<file path="src/rtl/timed_fifo_wr_arbiter.sv">
// Round-robin arbiter sharing one waveform-memory write port between NUM_CH
// timed_fifo channels. Each channel has a small pending queue. A push into a
// full queue that is not popped in the same cycle is dropped and raises a
// sticky overflow flag for that channel.
module timed_fifo_wr_arbiter #(
    parameter int NUM_CH     = 4,
    parameter int DATA_W     = 18,
    parameter int ADDR_W     = 11,
    parameter int PEND_DEPTH = 2
) (
    input  logic                                      clk,
    input  logic                                      reset,
    input  logic [NUM_CH-1:0]                         ch_wr_en,
    input  logic [NUM_CH*DATA_W-1:0]                  ch_data,
    input  logic [NUM_CH*ADDR_W-1:0]                  ch_addr,
    input  logic                                      mem_stall,
    input  logic                                      clear_err,
    output logic                                      mem_wr_en,
    output logic [DATA_W-1:0]                         mem_wr_data,
    output logic [ADDR_W-1:0]                         mem_wr_addr,
    output logic [$clog2(NUM_CH)-1:0]                 mem_wr_ch,
    output logic [NUM_CH*($clog2(PEND_DEPTH)+1)-1:0]  pend_cnt,
    output logic [NUM_CH-1:0]                         overflow
);

    localparam int CH_W  = $clog2(NUM_CH);
    localparam int PTR_W = $clog2(PEND_DEPTH);
    localparam int CNT_W = PTR_W + 1;
    localparam int ENT_W = ADDR_W + DATA_W;

    logic [ENT_W-1:0]  r_mem    [NUM_CH][PEND_DEPTH];
    logic [PTR_W-1:0]  r_rd_ptr [NUM_CH];
    logic [PTR_W-1:0]  r_wr_ptr [NUM_CH];
    logic [CNT_W-1:0]  r_cnt    [NUM_CH];
    logic [NUM_CH-1:0] r_overflow;
    logic [CH_W-1:0]   r_rr;

    logic              w_gnt_vld;
    logic [CH_W-1:0]   w_gnt_ch;
    logic [ENT_W-1:0]  w_head;
    int                w_idx;
    logic [NUM_CH-1:0] w_pop;
    logic [NUM_CH-1:0] w_full;
    logic [NUM_CH-1:0] w_accept;
    logic [NUM_CH-1:0] w_drop;

    // Round-robin search over registered non-empty flags, starting at the pointer
    always_comb begin
        w_gnt_vld = 1'b0;
        w_gnt_ch  = '0;
        w_idx     = 0;
        if (!mem_stall) begin
            for (int k = 0; k < NUM_CH; k++) begin
                w_idx = int'(r_rr) + k;
                if (w_idx >= NUM_CH) w_idx = w_idx - NUM_CH;
                if (!w_gnt_vld && (r_cnt[w_idx] != '0)) begin
                    w_gnt_vld = 1'b1;
                    w_gnt_ch  = CH_W'(w_idx);
                end
            end
        end
        w_head = r_mem[w_gnt_ch][r_rd_ptr[w_gnt_ch]];
    end

    // Per-channel push/pop decode; a pop frees the slot a full-queue push needs
    always_comb begin
        w_pop    = '0;
        w_full   = '0;
        w_accept = '0;
        w_drop   = '0;
        for (int i = 0; i < NUM_CH; i++) begin
            w_pop[i]    = w_gnt_vld && (w_gnt_ch == CH_W'(i));
            w_full[i]   = (r_cnt[i] == CNT_W'(PEND_DEPTH));
            w_accept[i] = ch_wr_en[i] && (!w_full[i] || w_pop[i]);
            w_drop[i]   = ch_wr_en[i] && w_full[i] && !w_pop[i];
        end
    end

    // Queue storage; contents need no reset since occupancy gates every read
    always_ff @(posedge clk) begin
        for (int i = 0; i < NUM_CH; i++) begin
            if (!reset && w_accept[i]) begin
                r_mem[i][r_wr_ptr[i]] <= {ch_addr[i*ADDR_W +: ADDR_W],
                                          ch_data[i*DATA_W +: DATA_W]};
            end
        end
    end

    // Queue pointers and occupancy counters
    always_ff @(posedge clk) begin
        for (int i = 0; i < NUM_CH; i++) begin
            if (reset) begin
                r_rd_ptr[i] <= '0;
                r_wr_ptr[i] <= '0;
                r_cnt[i]    <= '0;
            end else begin
                if (w_accept[i]) r_wr_ptr[i] <= r_wr_ptr[i] + PTR_W'(1);
                if (w_pop[i])    r_rd_ptr[i] <= r_rd_ptr[i] + PTR_W'(1);
                if (w_accept[i] && !w_pop[i])      r_cnt[i] <= r_cnt[i] + CNT_W'(1);
                else if (!w_accept[i] && w_pop[i]) r_cnt[i] <= r_cnt[i] - CNT_W'(1);
            end
        end
    end

    // Sticky overflow flags and round-robin pointer; a new drop beats clear_err
    always_ff @(posedge clk) begin
        if (reset) begin
            r_overflow <= '0;
            r_rr       <= '0;
        end else begin
            r_overflow <= (clear_err ? '0 : r_overflow) | w_drop;
            if (w_gnt_vld) begin
                r_rr <= (w_gnt_ch == CH_W'(NUM_CH - 1)) ? '0 : w_gnt_ch + CH_W'(1);
            end
        end
    end

    // Output register: strobe every edge, payload held when there is no grant
    always_ff @(posedge clk) begin
        if (reset) begin
            mem_wr_en   <= 1'b0;
            mem_wr_data <= '0;
            mem_wr_addr <= '0;
            mem_wr_ch   <= '0;
        end else begin
            mem_wr_en <= w_gnt_vld;
            if (w_gnt_vld) begin
                mem_wr_data <= w_head[DATA_W-1:0];
                mem_wr_addr <= w_head[ENT_W-1:DATA_W];
                mem_wr_ch   <= w_gnt_ch;
            end
        end
    end

    // Flatten per-channel occupancy onto the packed output
    always_comb begin
        pend_cnt = '0;
        for (int i = 0; i < NUM_CH; i++) begin
            pend_cnt[i*CNT_W +: CNT_W] = r_cnt[i];
        end
    end

    assign overflow = r_overflow;

endmodule
</file>
<file path="config.mk">
export PLATFORM = sky130hd
export DESIGN_NAME = timed_fifo_wr_arbiter
export DESIGN_NICKNAME = d
export VERILOG_FILES = /design/src/rtl/timed_fifo_wr_arbiter.sv
export SDC_FILE = /design/constraint.sdc
export NUM_CORES = 1
export LEC_CHECK = 0
export ABC_CLOCK_PERIOD_IN_PS = 6500
export BUFFER_PORTS_ARGS = -buffer_cell sky130_fd_sc_hd__buf_2
export CAP_MARGIN = 20
export CORE_MARGIN = 4
export CORE_UTILIZATION = 40
export DETAILED_ROUTE_END_ITERATION = 6
export HOLD_SLACK_MARGIN = 0.12
export PLACE_DENSITY = 0.57
export SLEW_MARGIN = 40
export SYNTH_ARGS = -nofsm -noshare
export SYNTH_HDL_FRONTEND = slang
export SYNTH_SLANG_ARGS = --single-unit
export TNS_END_PERCENT = 1
</file>
<file path="constraint.sdc">
create_clock -name clk -period 6.5 [get_ports clk]
set_input_delay 0.65 -clock clk [delete_from_list [all_inputs] [get_ports clk]]
set_output_delay 0.65 -clock clk [all_outputs]
set_load 0.02 [all_outputs]
</file>
* Word-level counts from Yosys, hierarchy flattened
Memories as Yosys holds them, arrays and structs flattened.
Cells that the tools add are included.
** Cells by class
- Muxes and demuxes :: 112
- Reduce and logical (&&, ||, !) cells :: 60
- Eq/ne operators :: 7
- Add/subtract/negate cells :: 24
- Bitwise logic cells :: 22
- Magnitude comparators :: 13
** Operator list (count)
- two-way mux 58 bit :: 4
- two-way mux 29 bit :: 7
- demux 29 bit (select 1 bit) :: 4
- two-way mux 1 bit :: 74
- two-way mux 2 bit :: 22
- logical AND 1 bit :: 35
- zero test 1 bit :: 16
- bitwise OR 1 bit :: 16
- subtractor 2 x 1 -> 2 bit, second input constant :: 8
- == test 2 bit, second input constant :: 6
- adder 2 x 1 -> 2 bit, second input constant :: 5
- >= comparator 2 bit, second input constant :: 5
- NOT 1 -> 2 bit :: 5
- >= comparator 3 bit, second input constant :: 3
- adder 1 bit, second input constant :: 8
- < comparator 2 x 1 -> 1 bit, second input constant :: 4
- nonzero test 2 bit :: 4
- adder 2 x 2 -> 3 bit, second input constant :: 2
- logical OR 1 bit :: 4
- two-way mux 4 bit :: 1
- bitwise OR 4 bit :: 1
- adder 2 x 1 -> 3 bit, second input constant :: 1
- >= comparator 2 x 3 -> 1 bit, second input constant :: 1
- == test 2 x 1 -> 1 bit, second input constant :: 1
- zero test 2 bit :: 1
** Storage, ports and cells
- Memories kept :: 4
- Output and inout bits :: 44
- Register bits :: 38
- Word-level logic and storage cells :: 248
- RAM bits :: 248
** Memory list
- r_mem :: words 4, width 58, rd ports 1, clocked after Yosys merged registers in 0, write ports 4, line 31 : logic [ENT_W-1:0] r_mem [NUM_CH][PEND_DEPTH];
- r_cnt :: words 4, width 2, rd ports 8, clocked after Yosys merged registers in 0, write ports 4, line 34 : logic [CNT_W-1:0] r_cnt [NUM_CH];
- r_rd_ptr :: words 4, width 1, rd ports 5, clocked after Yosys merged registers in 0, write ports 4, line 32 : logic [PTR_W-1:0] r_rd_ptr [NUM_CH];
- r_wr_ptr :: words 4, width 1, rd ports 4, clocked after Yosys merged registers in 0, write ports 4, line 33 : logic [PTR_W-1:0] r_wr_ptr [NUM_CH];

* Longest topological paths before layout
An unclocked memory read counts as a cell.
- Word-level depth :: 30
- Gate-level depth with buffers :: 17
- Depth with buffers taken out :: 13

* Worst setup path after synthesis
OpenSTA, ideal clock, no wires.
- Path type :: flip-flop to flip-flop
- Start point :: mem r_cnt[0][0] (netlist name)
- End point :: mem r_mem[2][0] (netlist name), enable pin
- Period minus slack after synthesis :: 5.163 ns
- Cell stages (with the launch flop) :: 14
- Setup slack :: 1.337 ns
- Required time :: 6.042 ns
- Arrival time :: 4.705 ns
- Cell sequence :: edfxtp_1 > nor2_2 > nand2_2 > o311a_1 > and4_4 > or2_1 > buf_6 > inv_12 > buf_12 > buf_12 > ha_1 > and2_1 > o21ai_0 > nor3b_1
** RTL lines (line)
- from (decl) :: 34
- to (decl) :: 31

==> impl_metrics.yaml <==
outcome:
  outcome: "complete, no violations"
clock_tree:
  ctsHoldBuffers: 0
  insertion_delay_ns: 0.57
  clock_path_buffers: 3
  cts_resized: 0
  cts_tree: "yes"
  clkTransAtPathRegs_ns: 0.06
  post_cts_buffers: 0
  cts.sinks: 286
  root_buffer: "clkbuf_16"
  numCtsBuffers: 30
  htreeDepth: 1
sta:
  finalSetupTns_ns: 0
  holdWs_ns: 0.2654
  rsz0062_at_grt: "no"
  setup_violations: 0
  slew_headroom: 0.4596
  fmaxAchievable_mhz: 231.6
  finalCriticalPeriod_ns: 4.319
  finalHoldViolations: 0
  finalMaxSlewViolations: 0
  fin_crit_sh: 0.6644
  worst_pin_slew_ns: 0.8106
  fin_skew_ns: 0.02713
synthesis:
  syn_nets: 845
  synth-seq-area-share: 0.7229
  synthMostInstantiatedCell: "edfxtp_1"
  yosys_warnings: 0
  synth_top_area_frac: 0.6559
  synth_area_leaders: "edfxtp_1 (66%), dfxtp_1 (6.7%), mux4_2 (5.4%)"
  ys_seq_elements: 286
  yosysUniqueCellTypes: 49
  avgSynthCellArea_sq_um: 15.90
  postSynth.asyncResetShare: 0
  netlist_top_cells_count: "edfxtp_1 (248), nand2_1 (81), nor2_1 (56)"
  syn-cell-area_sq_um: 11350
  synth_flop_cell: "edfxtp_1"
  synth.largest_area_cell: "edfxtp_1"
  synth_edf_count: 248
  synthCells: 714
critical_path:
  startpoint_type: "flop"
  cpPeakStageDelay_ns: 0.57
  worst-setup-path-type: "flop to flop"
  crit_buf_inv: 2
  end_kind: "flop"
  arrival_ns: 4.57
  slowest_stage: "o21ai_0"
  cp_max_fo: 90
  crit_required_ns: 6.75
  path_cells: "nor2_2 > nand2_2 > o311a_1 > a211oi_1 > or2_4 > inv_12 > ha_1 > and2_1 > o21ai_0 > nor3b_2 > buf_4"
  critPathTopFamily: "compound AO/OA/AOI/OAI gates"
floorplanning:
  start_util: 0.4076
  ios: 168
  die_area_sq_um: 31150
  die_width_microns: 176.5
  fp.dieH_microns: 176.5
  core.rowCount: 61
  core_area_sq_um: 27860
layout:
  area_growth_pct: 19.16
  n_antenna_cell: 0
  fin_nets: 1012
  fillers: 2426
  final_cells: 1282
  drive_gt1_frac: 0.3031
  utilization: 0.4857
routing:
  wirelength_mm: 27.27
  antenna_left: 0
  drt_iter0_markers: 561
  viasPerCell: 5.255
  drt_pre_antenna_iters: 5
  wire_per_inst_microns: 21.27
  via_count: 6737
  drc: 0
global_routing:
  grt_max_degree: 91
  grt_pass1_wl_mm: 40.77
  antenna_found_initial: 0
  grt_pass1_vias: 6809
  grt_use_total: 0.1715
  grt-ovfl-total: 0
pwr:
  leakagePower_nw: 5.035
  p_total_mw: 5.709
  powerDensity_nw_per_um2: 422.0
  ir_drop_uv: 377.9
placed_design:
  numPlacedInstances: 1227
  portBuffers: 167
  gp_congestion: 0.7869
  hpwl_mm: 17.20
hold_path:
  hold_path_class: "primary input to flop"
flow_run:
  maxCapViolCount: 0
==> cell type report <==
| cell class | count | area, sq um | share of cell area |
|---|---|---|---|
| clock buffer | 36 | 793.3 | 0.05863 |
| clock inverter | 19 | 201.4 | 0.01489 |
| inverter | 10 | 51.30 | 0.003791 |
| multi-input combinational | 373 | 2870 | 0.2121 |
| sequential | 286 | 8208 | 0.6066 |
| tap | 378 | 473.0 | 0.03495 |
| timing repair buffer | 180 | 933.4 | 0.06898 |
==> registers in the layout (all words and copies together) (netlist names) <==
signal       count
r_mem          232
mem_wr_data     18
mem_wr_addr     11
r_cnt            8
overflow         4
r_rd_ptr         4
r_wr_ptr         4
mem_wr_ch        2
r_rr             2
mem_wr_en        1
==> power breakdown <==
group / leakage (nW) / internal, mW / switching, mW
clock network: 0.474 / 0.991 / 0.700
logic: 1.95 / 0.671 / 1.04
registers: 2.61 / 2.20 / 0.107
total: 5.03 / 3.87 / 1.84
==> per-layer routing <==
layer  up-vias  track usage  wire (microns)
met5         -            0               0
li1       3138            -               -
met3        41      0.02934            1633
met2       241       0.2785           12880
met1      3317       0.2456           12220
met4         0      0.03707             525
==> worst register-to-register path: cells and delay by family (launching register included) <==
family	cells	cell delay, ns
flip-flops	1	0.49
AO/OA/AOI/OAI	3	1.30
buffers and inverters	2	0.65
adder cells (fa/ha/maj)	1	0.34
AND/OR/NAND/NOR	5	1.21
==> worst paths after layout <==
kind                    start            to  slack [ns]  cells past startpoint
hold reg to reg   overflow[2]   overflow[2]        0.45                      2
setup / recovery  r_cnt[0][0]  r_mem[2][20]        2.18                     11
setup reg to reg  r_cnt[0][0]  r_mem[2][20]        2.18                     11
hold / removal     ch_data[1]   r_mem[0][1]        0.27                      1
==> cell usage in the layout (no fill, tap or decap), types with 3 or more instances in the layout <==
cell / Yosys / routed
a21oi_1: 41 / 41
inv_1: 8 / 8
bufinv_16: 0 / 3
nand2_1: 81 / 81
o21ai_0: 4 / 4
buf_2: 4 / 167
nor3_1: 13 / 9
a311oi_1: 29 / 29
ha_1: 7 / 7
nand3_1: 4 / 4
or2_1: 4 / 3
clkinv_1: 0 / 7
clkbuf_16: 0 / 30
nor3_2: 0 / 4
clkbuf_1: 25 / 4
mux4_2: 27 / 27
dfxtp_1: 38 / 38
nor3b_2: 0 / 4
mux2i_1: 31 / 31
edfxtp_1: 248 / 248
clkinvlp_4: 0 / 3
nor2_1: 56 / 55
buf_4: 2 / 13
a221o_1: 29 / 29
nand2b_1: 8 / 8
a32oi_1: 3 / 3
clkinv_2: 0 / 4
==> kinds of logic after synthesis <==
family                   synth area share
XOR/XNOR                        0.0007715
AND/OR/NAND/NOR                   0.07019
AO/OA/AOI/OAI                     0.08088
multiplexers                      0.08749
flip-flops                         0.7229
buffers and inverters             0.03008
adder cells (fa/ha/maj)          0.007713
==> through the flow <==
step / cell area [sq um] / setup slack, ns
5_1_grt: 13530 / 1.829
6_report: 13530 / 2.181
3_3_place_gp: 12530 / 2.064
3_5_place_dp: 12530 / 1.844
4_1_cts: 13530 / 1.802
2_1_floorplan: 11350 / 1.337
Note: power is estimated with default switching activity, not from simulation.
